===== config.mk =====
export PLATFORM = sky130hd
export DESIGN_NAME = weight_feeder_flat
export DESIGN_NICKNAME = d
export VERILOG_FILES = /design/src/rtl/weight_feeder_if.sv /design/src/rtl/weight_feeder.sv /design/src/flat_wrapper.sv
export SDC_FILE = /design/constraint.sdc
export NUM_CORES = 1
export LEC_CHECK = 0
export ABC_CLOCK_PERIOD_IN_PS = 2100
export CAP_MARGIN = 25
export CORE_MARGIN = 5
export CORE_UTILIZATION = 62
export DETAILED_ROUTE_END_ITERATION = 16
export DONT_BUFFER_PORTS = 1
export GPL_TIMING_DRIVEN = 0
export PLACE_DENSITY_LB_ADDON = 0.05
export SLEW_MARGIN = 40
export SYNTH_ARGS = -nofsm -noshare
export SYNTH_HDL_FRONTEND = slang
export SYNTH_SLANG_ARGS = --single-unit

===== constraint.sdc =====
create_clock -name clk -period 2.1 [get_ports clk]
set_clock_uncertainty 0.1 [all_clocks]
set_input_delay 0.21 -clock clk [delete_from_list [all_inputs] [get_ports clk]]
set_output_delay 0.21 -clock clk [all_outputs]
set_load 0.01 [all_outputs]

===== src/rtl/weight_feeder_if.sv =====
// Weight-load bus: start request, weight RAM read port, core weight outputs and status.
// master = weight_feeder, slave = controller / RAM / computing-core side.
interface weight_feeder_if #(
  parameter int unsigned WIDTH      = 8,
  parameter int unsigned ADDR_WIDTH = 10
);
  logic                    start;
  logic [ADDR_WIDTH-1:0]   base_addr;
  logic                    mem_ren;
  logic [ADDR_WIDTH-1:0]   mem_raddr;
  logic [4*WIDTH-1:0]      mem_rdata;
  logic                    weight_load;
  logic [WIDTH-1:0]        weight0;
  logic [WIDTH-1:0]        weight1;
  logic [WIDTH-1:0]        weight2;
  logic [WIDTH-1:0]        weight3;
  logic [3:0]              load_index;
  logic                    busy;
  logic                    done;

  modport master (
    input  start, base_addr, mem_rdata,
    output mem_ren, mem_raddr, weight_load,
           weight0, weight1, weight2, weight3,
           load_index, busy, done
  );

  modport slave (
    output start, base_addr, mem_rdata,
    input  mem_ren, mem_raddr, weight_load,
           weight0, weight1, weight2, weight3,
           load_index, busy, done
  );
endinterface


===== src/rtl/weight_feeder.sv =====
// Reads one 3x3 kernel set (9 words, 4 filters per word) from weight RAM and
// presents it to the computing core as a contiguous 9-cycle weight_load burst.
module weight_feeder #(
  parameter int unsigned WIDTH      = 8,
  parameter int unsigned ADDR_WIDTH = 10
) (
  input  logic           clk,
  input  logic           rst,
  weight_feeder_if.master bus
);

  typedef enum logic [1:0] {
    S_IDLE  = 2'd0,
    S_ISSUE = 2'd1,
    S_DRAIN = 2'd2,
    S_DONE  = 2'd3
  } state_e;

  localparam logic [3:0] LAST_K = 4'd8;

  state_e                  state_q, state_d;
  logic [3:0]              cnt_q, cnt_d;
  logic [ADDR_WIDTH-1:0]   raddr_q, raddr_d;
  logic                    ren_q, ren_d;
  logic                    rd_vld_q, rd_vld_d;
  logic [3:0]              idx_q, idx_d;
  logic [4*WIDTH-1:0]      w_q, w_d;
  logic [4*WIDTH-1:0]      w_out;

  always_ff @(posedge clk) begin
    if (rst) begin
      state_q  <= S_IDLE;
      cnt_q    <= '0;
      raddr_q  <= '0;
      ren_q    <= 1'b0;
      rd_vld_q <= 1'b0;
      idx_q    <= '0;
      w_q      <= '0;
    end else begin
      state_q  <= state_d;
      cnt_q    <= cnt_d;
      raddr_q  <= raddr_d;
      ren_q    <= ren_d;
      rd_vld_q <= rd_vld_d;
      idx_q    <= idx_d;
      w_q      <= w_d;
    end
  end

  // Read-issue FSM: the address and enable for the next cycle are decided here
  // so that mem_ren/mem_raddr leave the block straight from flops.
  always_comb begin
    state_d = state_q;
    cnt_d   = cnt_q;
    raddr_d = raddr_q;
    ren_d   = 1'b0;
    unique case (state_q)
      S_IDLE: begin
        if (bus.start) begin
          state_d = S_ISSUE;
          cnt_d   = '0;
          raddr_d = bus.base_addr;
          ren_d   = 1'b1;
        end
      end
      S_ISSUE: begin
        if (cnt_q == LAST_K) begin
          state_d = S_DRAIN;
        end else begin
          cnt_d   = cnt_q + 4'd1;
          raddr_d = raddr_q + ADDR_WIDTH'(1);
          ren_d   = 1'b1;
        end
      end
      S_DRAIN: state_d = S_DONE;
      S_DONE:  state_d = S_IDLE;
      default: state_d = S_IDLE;
    endcase
  end

  // Index advances only while the next cycle is also a load cycle, so it
  // falls back to 0 right after the 9th word without a separate clear.
  always_comb begin
    rd_vld_d = ren_q;
    idx_d    = (rd_vld_q && ren_q) ? idx_q + 4'd1 : '0;
    w_d      = rd_vld_q ? bus.mem_rdata : w_q;
  end

  // RAM data is forwarded during the load cycle itself to meet the 1-cycle
  // read latency; w_q keeps the last word on the outputs between loads.
  assign w_out = rd_vld_q ? bus.mem_rdata : w_q;

  assign bus.mem_ren     = ren_q;
  assign bus.mem_raddr   = raddr_q;
  assign bus.weight_load = rd_vld_q;
  assign bus.weight0     = w_out[WIDTH-1:0];
  assign bus.weight1     = w_out[2*WIDTH-1:WIDTH];
  assign bus.weight2     = w_out[3*WIDTH-1:2*WIDTH];
  assign bus.weight3     = w_out[4*WIDTH-1:3*WIDTH];
  assign bus.load_index  = idx_q;
  assign bus.busy        = (state_q == S_ISSUE) || (state_q == S_DRAIN);
  assign bus.done        = (state_q == S_DONE);

endmodule

===== src/flat_wrapper.sv =====
// flat-port wrapper written by rule: the top's interface ports become plain ports
module weight_feeder_flat 
#(
  parameter int unsigned WIDTH      = 8,
  parameter int unsigned ADDR_WIDTH = 10
)
  (clk, rst, bus_start, bus_base_addr, bus_mem_rdata, bus_mem_ren, bus_mem_raddr, bus_weight_load, bus_weight0, bus_weight1, bus_weight2, bus_weight3, bus_load_index, bus_busy, bus_done);
  weight_feeder_if #(.WIDTH(WIDTH), .ADDR_WIDTH(ADDR_WIDTH)) bus_i ();
  input  logic clk;
  input  logic rst;
  input wire logic [$bits(bus_i.start)-1:0] bus_start;
  input wire logic [$bits(bus_i.base_addr)-1:0] bus_base_addr;
  input wire logic [$bits(bus_i.mem_rdata)-1:0] bus_mem_rdata;
  output wire logic [$bits(bus_i.mem_ren)-1:0] bus_mem_ren;
  output wire logic [$bits(bus_i.mem_raddr)-1:0] bus_mem_raddr;
  output wire logic [$bits(bus_i.weight_load)-1:0] bus_weight_load;
  output wire logic [$bits(bus_i.weight0)-1:0] bus_weight0;
  output wire logic [$bits(bus_i.weight1)-1:0] bus_weight1;
  output wire logic [$bits(bus_i.weight2)-1:0] bus_weight2;
  output wire logic [$bits(bus_i.weight3)-1:0] bus_weight3;
  output wire logic [$bits(bus_i.load_index)-1:0] bus_load_index;
  output wire logic [$bits(bus_i.busy)-1:0] bus_busy;
  output wire logic [$bits(bus_i.done)-1:0] bus_done;
  assign bus_i.start = bus_start;
  assign bus_i.base_addr = bus_base_addr;
  assign bus_i.mem_rdata = bus_mem_rdata;
  assign bus_mem_ren = bus_i.mem_ren;
  assign bus_mem_raddr = bus_i.mem_raddr;
  assign bus_weight_load = bus_i.weight_load;
  assign bus_weight0 = bus_i.weight0;
  assign bus_weight1 = bus_i.weight1;
  assign bus_weight2 = bus_i.weight2;
  assign bus_weight3 = bus_i.weight3;
  assign bus_load_index = bus_i.load_index;
  assign bus_busy = bus_i.busy;
  assign bus_done = bus_i.done;
  weight_feeder #(.WIDTH(WIDTH), .ADDR_WIDTH(ADDR_WIDTH)) u_core (.clk(clk), .rst(rst), .bus(bus_i));
endmodule

; ---- Yosys cells after proc, flatten, opt, wreduce, memory -nomap -nowiden
; Cells that the tools add are included.
[word_totals]
mem_bits_ro = 0
mem_count = 0
ramBits = 0
output_inout_bits = 50
elab_cells = 38
input_bits = 45
regBits = 54
latchBits = 0
[classes]
n_lt_le_gt_ge = 0
addsub = 3
eq_ne = 7
reduce_logical = 7
multipliers = 0
shift = 0
div_mod_pow = 0
bitwise_logic = 1
mux = 13
[ops]
columns = operator, n
row1 = $mux W32, 1
row2 = $mux W10, 2
row3 = $pmux W10 S2, 1
row4 = $add A10 B1 Y10 const B, 1
row5 = $add A4 B1 Y4 const B, 2
row6 = $mux W4, 2
row7 = $pmux W2 S4, 1
row8 = $pmux W4 S2, 1
row9 = $eq A2 B2 Y1 const B, 2
row10 = $eq A4 B4 Y1 const B, 1
row11 = $mux W2, 2
row12 = $ne A2 B2 Y1 const B, 2
row13 = $reduce_and A3 Y1, 1
row14 = $eq A2 B1 Y1 const B, 1
row15 = $logic_not A2 Y1, 1
row16 = $mux W1, 2
row17 = $ne A2 B1 Y1 const B, 1
row18 = $pmux W1 S2, 1
row19 = $reduce_and A2 Y1, 1
row20 = $reduce_bool A2 Y1, 1
row21 = $reduce_or A2 Y1, 1
row22 = $logic_and A1 B1 Y1, 1
row23 = $logic_or A1 B1 Y1, 1
row24 = $not A1 Y1, 1

; ---- Depth between registers and ports, before layout
; Gate-level depths: netlist of run 1.
[logic_depth]
word_depth = 3
depth_mapped = 8
ltp_nobuf = 6

; ---- Worst setup path after synthesis of run 1
; OpenSTA, ideal clock, no wires.
[synth_timing]
path_type = register to register
startpoint = reg u_core.state_q[0]
endpoint = reg u_core.raddr_q[2] (netlist: u_core.bus.mem_raddr[2])
required_ns = 1.868
period_less_slack_ns = 1.602
path_stages_with_launch = 8
n_path_buf = 1
setup_ns = 0.132
path_slack_ns = 0.498
arrival_ns = 1.370
cell_sequence = dfxtp_1 -> inv_1 -> ha_1 -> mux2i_2 -> or2_1 -> buf_4 -> o21ai_1 -> a21oi_1
[synth_via]
elab_chain_cells = 3
elab_cells_between_ends = 7
classes_between = 3 x eq/ne / 1 x mux / 3 x reduce/logical
[synth_lines]
columns = item, line
row1 = "start, declared", weight_feeder.sv:21  ; state_e state_q, state_d;
row2 = "start signal, assigned", weight_feeder.sv:40  ; state_q <= state_d;
row3 = $eq A2 B1 Y1 / $logic_not A2 Y1 (equally long branches), weight_feeder.sv:57  ; unique case (state_q)
row4 = $ne A2 B2 Y1 (no source line) / $reduce_bool A2 Y1 (equally long branches), n/a
row5 = $reduce_and A3 Y1 (no source line), n/a
row6 = "end signal, assigned", weight_feeder.sv:42  ; raddr_q <= raddr_d;
row7 = "end, declared", weight_feeder.sv:23  ; logic [ADDR_WIDTH-1:0] raddr_q, raddr_d;
; Several ways; a longest one is shown, not always the timed one.
; A chain may end at the register's enable or synchronous reset.

; ---- Worst setup path in the final report of run 1
[layout_timing]
startpoint = reg u_core.rd_vld_q (netlist: u_core.bus.weight_load)
endpoint = out bus_weight2[0]
[layout_via]
elab_chain_cells = 1
[layout_lines]
columns = item, line
row1 = "start, declared", weight_feeder.sv:25  ; logic rd_vld_q, rd_vld_d;
row2 = "start signal, assigned", weight_feeder.sv:44  ; rd_vld_q <= rd_vld_d;
row3 = $mux W32, n/a
row4 = "end, declared", flat_wrapper.sv:19  ; output wire logic [$bits(bus_i.weight2)-1:0] bus_weight2;
; No other way between the ends.

==> reports/metrics.yaml, run 1 <==
outcome: "finished, final reports clean"
grt_pass1_wl_um: 8155
grt_pass1_vias: 1686
nNetsFinal: 311
synth-main-ff-cell: "dfxtp_1"
leakagePower_nw: 1.058
crit_arrival_ns: 1.59
synth_common_cells: "dfxtp_1, nor2b_1, mux2_2"
drive_gt1_share_pct: 20.93
synth-compound-area-share_pct: 9.507
synth-seq-cells: 54
synth_area_mm2: 0.002435
io_pins: 95
final_antenna_net_count: 0
path_buf_inv: 2
postCtsHoldBufs: 4
vdd_ir_drop_max_uv: 819.9
crit_required_ns: 1.79
drc_errors: 0
cts_tree: "built"
io_buffers: 0
worstMarginPinSlew_ns: 0.4712
firstDrtPassIters: 4
synth_simple_gate_area_share_pct: 19.37
wire_per_inst_um: 16.42
rows: 22
routed_wl_um: 5026
cts.clk_slew.worst_paths_ns: 0.10
area_delta_synth_final_pct: 8.736
seq_area_frac_synth_pct: 44.40
period_minus_slack_ns: 1.897
critPathSlowestCell: "dfxtp_1"
design.core.area_mm2: 0.003744
critPathKind: "reg -> out"
yosys.area.top_type: "dfxtp_1"
synth-adder-area-share_pct: 4.625
grt_max_degree: 18
synth_top_family_by_area: "simple AND/OR/NAND/NOR gates"
hold_slack_ns: 0.05140
initial_core_util_pct: 65.04
cts_resized: 0
gp_congestion: 0.8152
clock_path_buffers: 2
fillCellCount: 315
cp-start-kind: "flop"
avgSynthCellArea_um2: 9.898
synth_top_area_share_pct: 44.40
overflow: 0
crit_family: "buffers and inverters"
h-tree-depth: 2
grtUsageTotal_pct: 19.47
drt_iter0_markers: 74
p_per_area_mw_per_mm2: 1214
root_buffer: "clkbuf_8"
fin_setup_tns_ns: 0
seq_area_mm2: 0.001081
async_flop_share_pct: 0
yosysWarnings: 0
max_stage_delay_ns: 0.41
cts_setup_buffers: 0
maxCapViolCount: 0
synth-xor-area-share_pct: 1.439
vias: 1728
diodes: 0
clkSinkCount: 54
critical_path.max_fanout: 10
cts_buffers: 5
finalHoldViolations: 0
synth_most_common_cell: "dfxtp_1"
die_w_um: 72.67
end_kind: "primary output"
ys_types: 40
syn-num-nets: 300
fmax_ghz: 0.5272
hp-class: "in -> reg"
syn_inst: 246
clkLatencyLatePin_ns: 0.30
rsz0062_at_grt: "no"
place_hpwl_um: 3815
finalCritPeriodShare_pct: 90.32
final-setup-viol-count: 0
synth-edff-count: 0
die_h_um: 72.67
antenna_found_initial: 0
slew_viol_final: 0
synth_area_leaders: "dfxtp_1, mux2_2, nor2b_1, ha_1, a21oi_1"
avgViaCountPerCell: 5.647
muxShareOfSynthArea_pct: 16.19
maxSlewHeadroom_pct: 68.59
multiInputGateArea_mm2: 0.001245
path_cells: "buf_2 -> buf_2 -> mux2_2"
cp_common_cell: "buf_2"
dieArea_mm2: 0.005280
[metal layers]
layer | wire (um) | GRT usage [%] | share of wire, %
met1 | 2040 | 23.36 | 41
met2 | 2428 | 32.46 | 48
met3 | 484 | 7.438 | 9.6
met4 | 72 | 5.328 | 1.4
met5 | 0 | 0 | 0
[layout make-up]
class	count	share of cell area, %
inverter	9	1.276
timing repair buffer	4	1.512
sequential	54	40.83
clock buffer	5	2.599
buffer	14	2.836
tap	48	2.268
clock inverter	3	1.654
multi-input combinational	169	47.02
[worst paths after layout]
| path | from | endpoint | slack (ns) | depth (start not counted) |
|---|---|---|---|---|
| setup / recovery | u_core.bus.weight_load | bus_weight2[0] | 0.20 | 3 |
| hold / removal | bus_base_addr[1] | u_core.bus.mem_raddr[1] | 0.05 | 2 |
| setup reg to reg | u_core.state_q[0] | u_core.bus.mem_raddr[5] | 0.33 | 7 |
| hold reg to reg | u_core.cnt_q[1] | u_core.cnt_q[1] | 0.40 | 2 |
[logic make-up (layout without fill, tap and decap cells)]
kind of cell | Yosys count | after routing
xor gates and xnor gates | 4 | 4
buffers and inverters | 23 | 35
DFF | 54 | 54
and+or+nand+nor | 86 | 86
adders and majority gates | 9 | 9
AOI/OAI and AO/OA | 35 | 35
muxes | 35 | 35
[through the flow]
| stage | utilization [%] | std cells | power [mW] | cell area (um2) | worst slack, ns |
|---|---|---|---|---|---|
| after floorplan | - | 246 | 2.308 | 2435 | 0.4976 |
| final | 70.72 | 306 | 3.214 | 2648 | 0.2033 |
| after global routing | 70.72 | 306 | 3.425 | 2648 | 0.09723 |
| after CTS | 70.72 | 306 | 3.240 | 2648 | 0.1863 |
| after detailed placement | 66.64 | 294 | 2.544 | 2495 | 0.3210 |
| after global placement | 66.64 | 294 | 2.517 | 2495 | 0.3737 |
[worst register-to-register path: stages (launching register included)]
cell,delay (ns)
dfxtp_1,0.39
inv_1,0.10
ha_1,0.25
mux2i_2,0.30
or2_1,0.14
buf_4,0.15
a21oi_1,0.05
o32ai_1,0.22
[state kept, by name, indices dropped and copies added (netlist names)]
name,flops
u_core.state_q,2
u_core.bus.weight_load,1
u_core.bus.mem_ren,1
u_core.w_q,32
u_core.cnt_q,4
u_core.bus.mem_raddr,10
u_core.bus.load_index,4
[report_power, final]
part           switching [mW]  total [mW]  internal [mW]
Combinational           0.627        1.11          0.485
Clock                   0.334       0.691          0.357
Sequential              0.208        1.41           1.20
[layout by cell type, fill, tap and decap left out, types with 2 or more instances in the layout]
cell           count
a21oi_1           12
nor2b_1           35
o21bai_1           2
xnor2_1            3
dlygate4sd3_1      4
a211oi_1           4
buf_4              2
ha_1               9
clkbuf_8           5
o32ai_1            4
o21ai_0            2
inv_1              8
and3_1             4
dfxtp_1           54
nand3_1            9
nand4_1            2
o21ai_1            3
nor2_1            12
nand2_1           14
o31a_1             3
nor3b_1            2
mux2_2            32
clkbuf_1           5
mux2i_1            2
buf_2              6
Note: power is estimated with default switching activity, not from simulation.
==> run 2, diff against run 1 <==
CORE_UTILIZATION = 24   (was 62)
==> reports/metrics.yaml, run 2 (synthesis results as in run 1) <==
vias: 1734  # +0.35%
max_stage_delay_ns: 0.41  # about the same
seq_area_mm2: 0.001081  # unchanged
root_buffer: "clkbuf_8"
largest_register_ffs: 32  # unchanged
worstMarginPinSlew_ns: 0.5113  # +0.04011 ns
wire_per_inst_um: 15.74  # -4.2%
firstDrtPassIters: 4  # unchanged
clkSinkCount: 54  # unchanged
dpl_cell_area_mm2: 0.002601  # +4.3%
final-setup-viol-count: 0  # unchanged
io_buffers: 0  # unchanged
avgViaCountPerCell: 4.435  # -21%
io_pins: 95  # unchanged
critical_path.max_fanout: 10  # unchanged
drc_errors: 0  # unchanged
multiInputGateArea_mm2: 0.001245  # unchanged
cts.clk_slew.worst_paths_ns: 0.11  # about the same
outcome: "finished, final reports clean"
finalWorstSetupSlack_ns: 0.1676  # -0.03573 ns
maxCapViolCount: 0  # unchanged
path_buf_inv: 2  # unchanged
cp-start-kind: "flop"
grtUsageTotal_pct: 10.00  # -9.5 points
cts_buffers: 5  # unchanged
place_ws_ns: 0.2857  # -0.03535 ns
area_delta_synth_final_pct: 12.33
final_common_cell: "dfxtp_1"
drive_gt1_share_pct: 20.93  # unchanged
drt_iter0_markers: 45  # -39%
hold_slack_ns: 0.02890  # -0.02250 ns
p_per_area_mw_per_mm2: 1155  # -4.9%
slew_viol_final: 0  # unchanged
crit_arrival_ns: 1.62  # +0.03 ns
routed_wl_um: 6154  # +22%
finalHoldViolations: 0  # unchanged
end_kind: "primary output"
initial_core_util_pct: 24.80  # -40 points
gp_congestion: 0.6671  # -18%
largest-register: "u_core.w_q"
fillCellCount: 1091  # +250%
final_cell_mix: "dfxtp_1, nor2b_1, mux2_2"
vdd_ir_drop_max_uv: 420.7  # -49%
die_w_um: 110.7  # +52%
timing.rr.end: "u_core.bus.mem_raddr[9]"
cp_common_cell: "buf_2"
dieArea_mm2: 0.01226  # +130%
rsz0062_at_grt: "no"
grt_max_degree: 19  # +1
period_minus_slack_ns: 1.932  # +0.03573 ns
crit_required_ns: 1.79  # about the same
fmax_ghz: 0.5175  # -1.8%
grt_pass1_wl_um: 9963  # +22%
worstRegToRegCells: 8  # +1
path_cells: "buf_2 -> buf_2 -> mux2_2"
leakagePower_nw: 1.044  # -1.3%
clkLatencyLatePin_ns: 0.31  # about the same
critPathSlowestCell: "mux2_2"
cts_resized: 0  # unchanged
design.core.area_mm2: 0.009819  # +160%
nNetsFinal: 311  # unchanged
ff2ff_setup_slack_ns: 0.29  # -0.04 ns
final_antenna_net_count: 0  # unchanged
fin_area_mm2: 0.002735  # +3.3%
hp-class: "in -> reg"
h-tree-depth: 2  # unchanged
grt_pass1_vias: 1751  # +3.9%
rows: 36  # +64%
finalCritPeriodShare_pct: 92.02  # +1.7 points
hold_path.startpoint: "bus_base_addr[1]"
diodes: 0  # unchanged
antenna_found_initial: 0  # unchanged
cts_tree: "built"
timing.rr.start: "u_core.state_q[1]"
maxSlewHeadroom_pct: 65.91  # -2.7 points
critPathKind: "reg -> out"
place_hpwl_um: 4684  # +23%
crit_family: "buffers and inverters"
die_h_um: 110.7  # +52%
overflow: 0  # unchanged
worstHoldPathCells: 2  # unchanged
fin_setup_tns_ns: 0  # unchanged
clock_path_buffers: 2  # unchanged
min_to: "u_core.bus.mem_raddr[1]"
run 2: changes by cell type in the layout (fill, tap and decap cells not counted):
cell        delta
clkinvlp_4     +1
bufinv_16      -1
clkinv_2       -1
clkinv_4       +1
run 2: worst max-delay path by stage:
stage          cells past startpoint                      end                    from
6_report                           3           bus_weight1[4]  u_core.bus.weight_load
4_1_cts                            3           bus_weight0[5]  u_core.bus.weight_load
5_1_grt                            3           bus_weight1[1]  u_core.bus.weight_load
2_1_floorplan                      7  u_core.bus.mem_raddr[2]       u_core.state_q[0]
3_5_place_dp                       8  u_core.bus.mem_raddr[3]       u_core.state_q[1]
3_3_place_gp                       8  u_core.bus.mem_raddr[9]       u_core.state_q[1]
run 2: cell type report:
cell class	instances	area share, %
flip-flops and latches	54	39.52
clock inverters	3	0.9149
multi-input cells	169	45.52
clock buffers	5	2.516
repair buffers	4	1.464
inverters	9	1.235
plain buffers	14	2.745
well taps	133	6.084
run 2: power by group:
part / total, mW / internal (mW) / switching [mW]
logic: 1.13 / 0.485 / 0.640
registers: 1.42 / 1.20 / 0.214
clock network: 0.617 / 0.242 / 0.375
run 2: repair_timing:
item	CTS	global route
endpoints found under the hold margin	4	0
buffers inserted	0	0
hold buffers	4	0
run 2: per-layer routing:
| layer | track usage [%] | vias up | share of wire (%) |
|---|---|---|---|
| li1 | - | 866 | - |
| met1 | 12.44 | 800 | 44 |
| met2 | 15.90 | 63 | 46 |
| met3 | 4.367 | 5 | 8.5 |
| met4 | 2.463 | 0 | 1.1 |
| met5 | 0 | - | 0 |
run 2: through the flow:
stage,instances,total power [mW],utilization [%]
floorplan,246,2.308,-
global placement,379,2.602,26.49
detailed placement,379,2.597,26.49
CTS,391,3.246,27.85
global route,391,3.424,27.85
finish,391,3.158,27.85
run 2: worst reg2reg max path: stages (launching register included):
cell and delay [ns]:
dfxtp_1 0.39, inv_1 0.09, ha_1 0.23, buf_4 0.20, inv_2 0.10, buf_2 0.24
nor2_1 0.07, o21a_1 0.10, a211oi_1 0.22
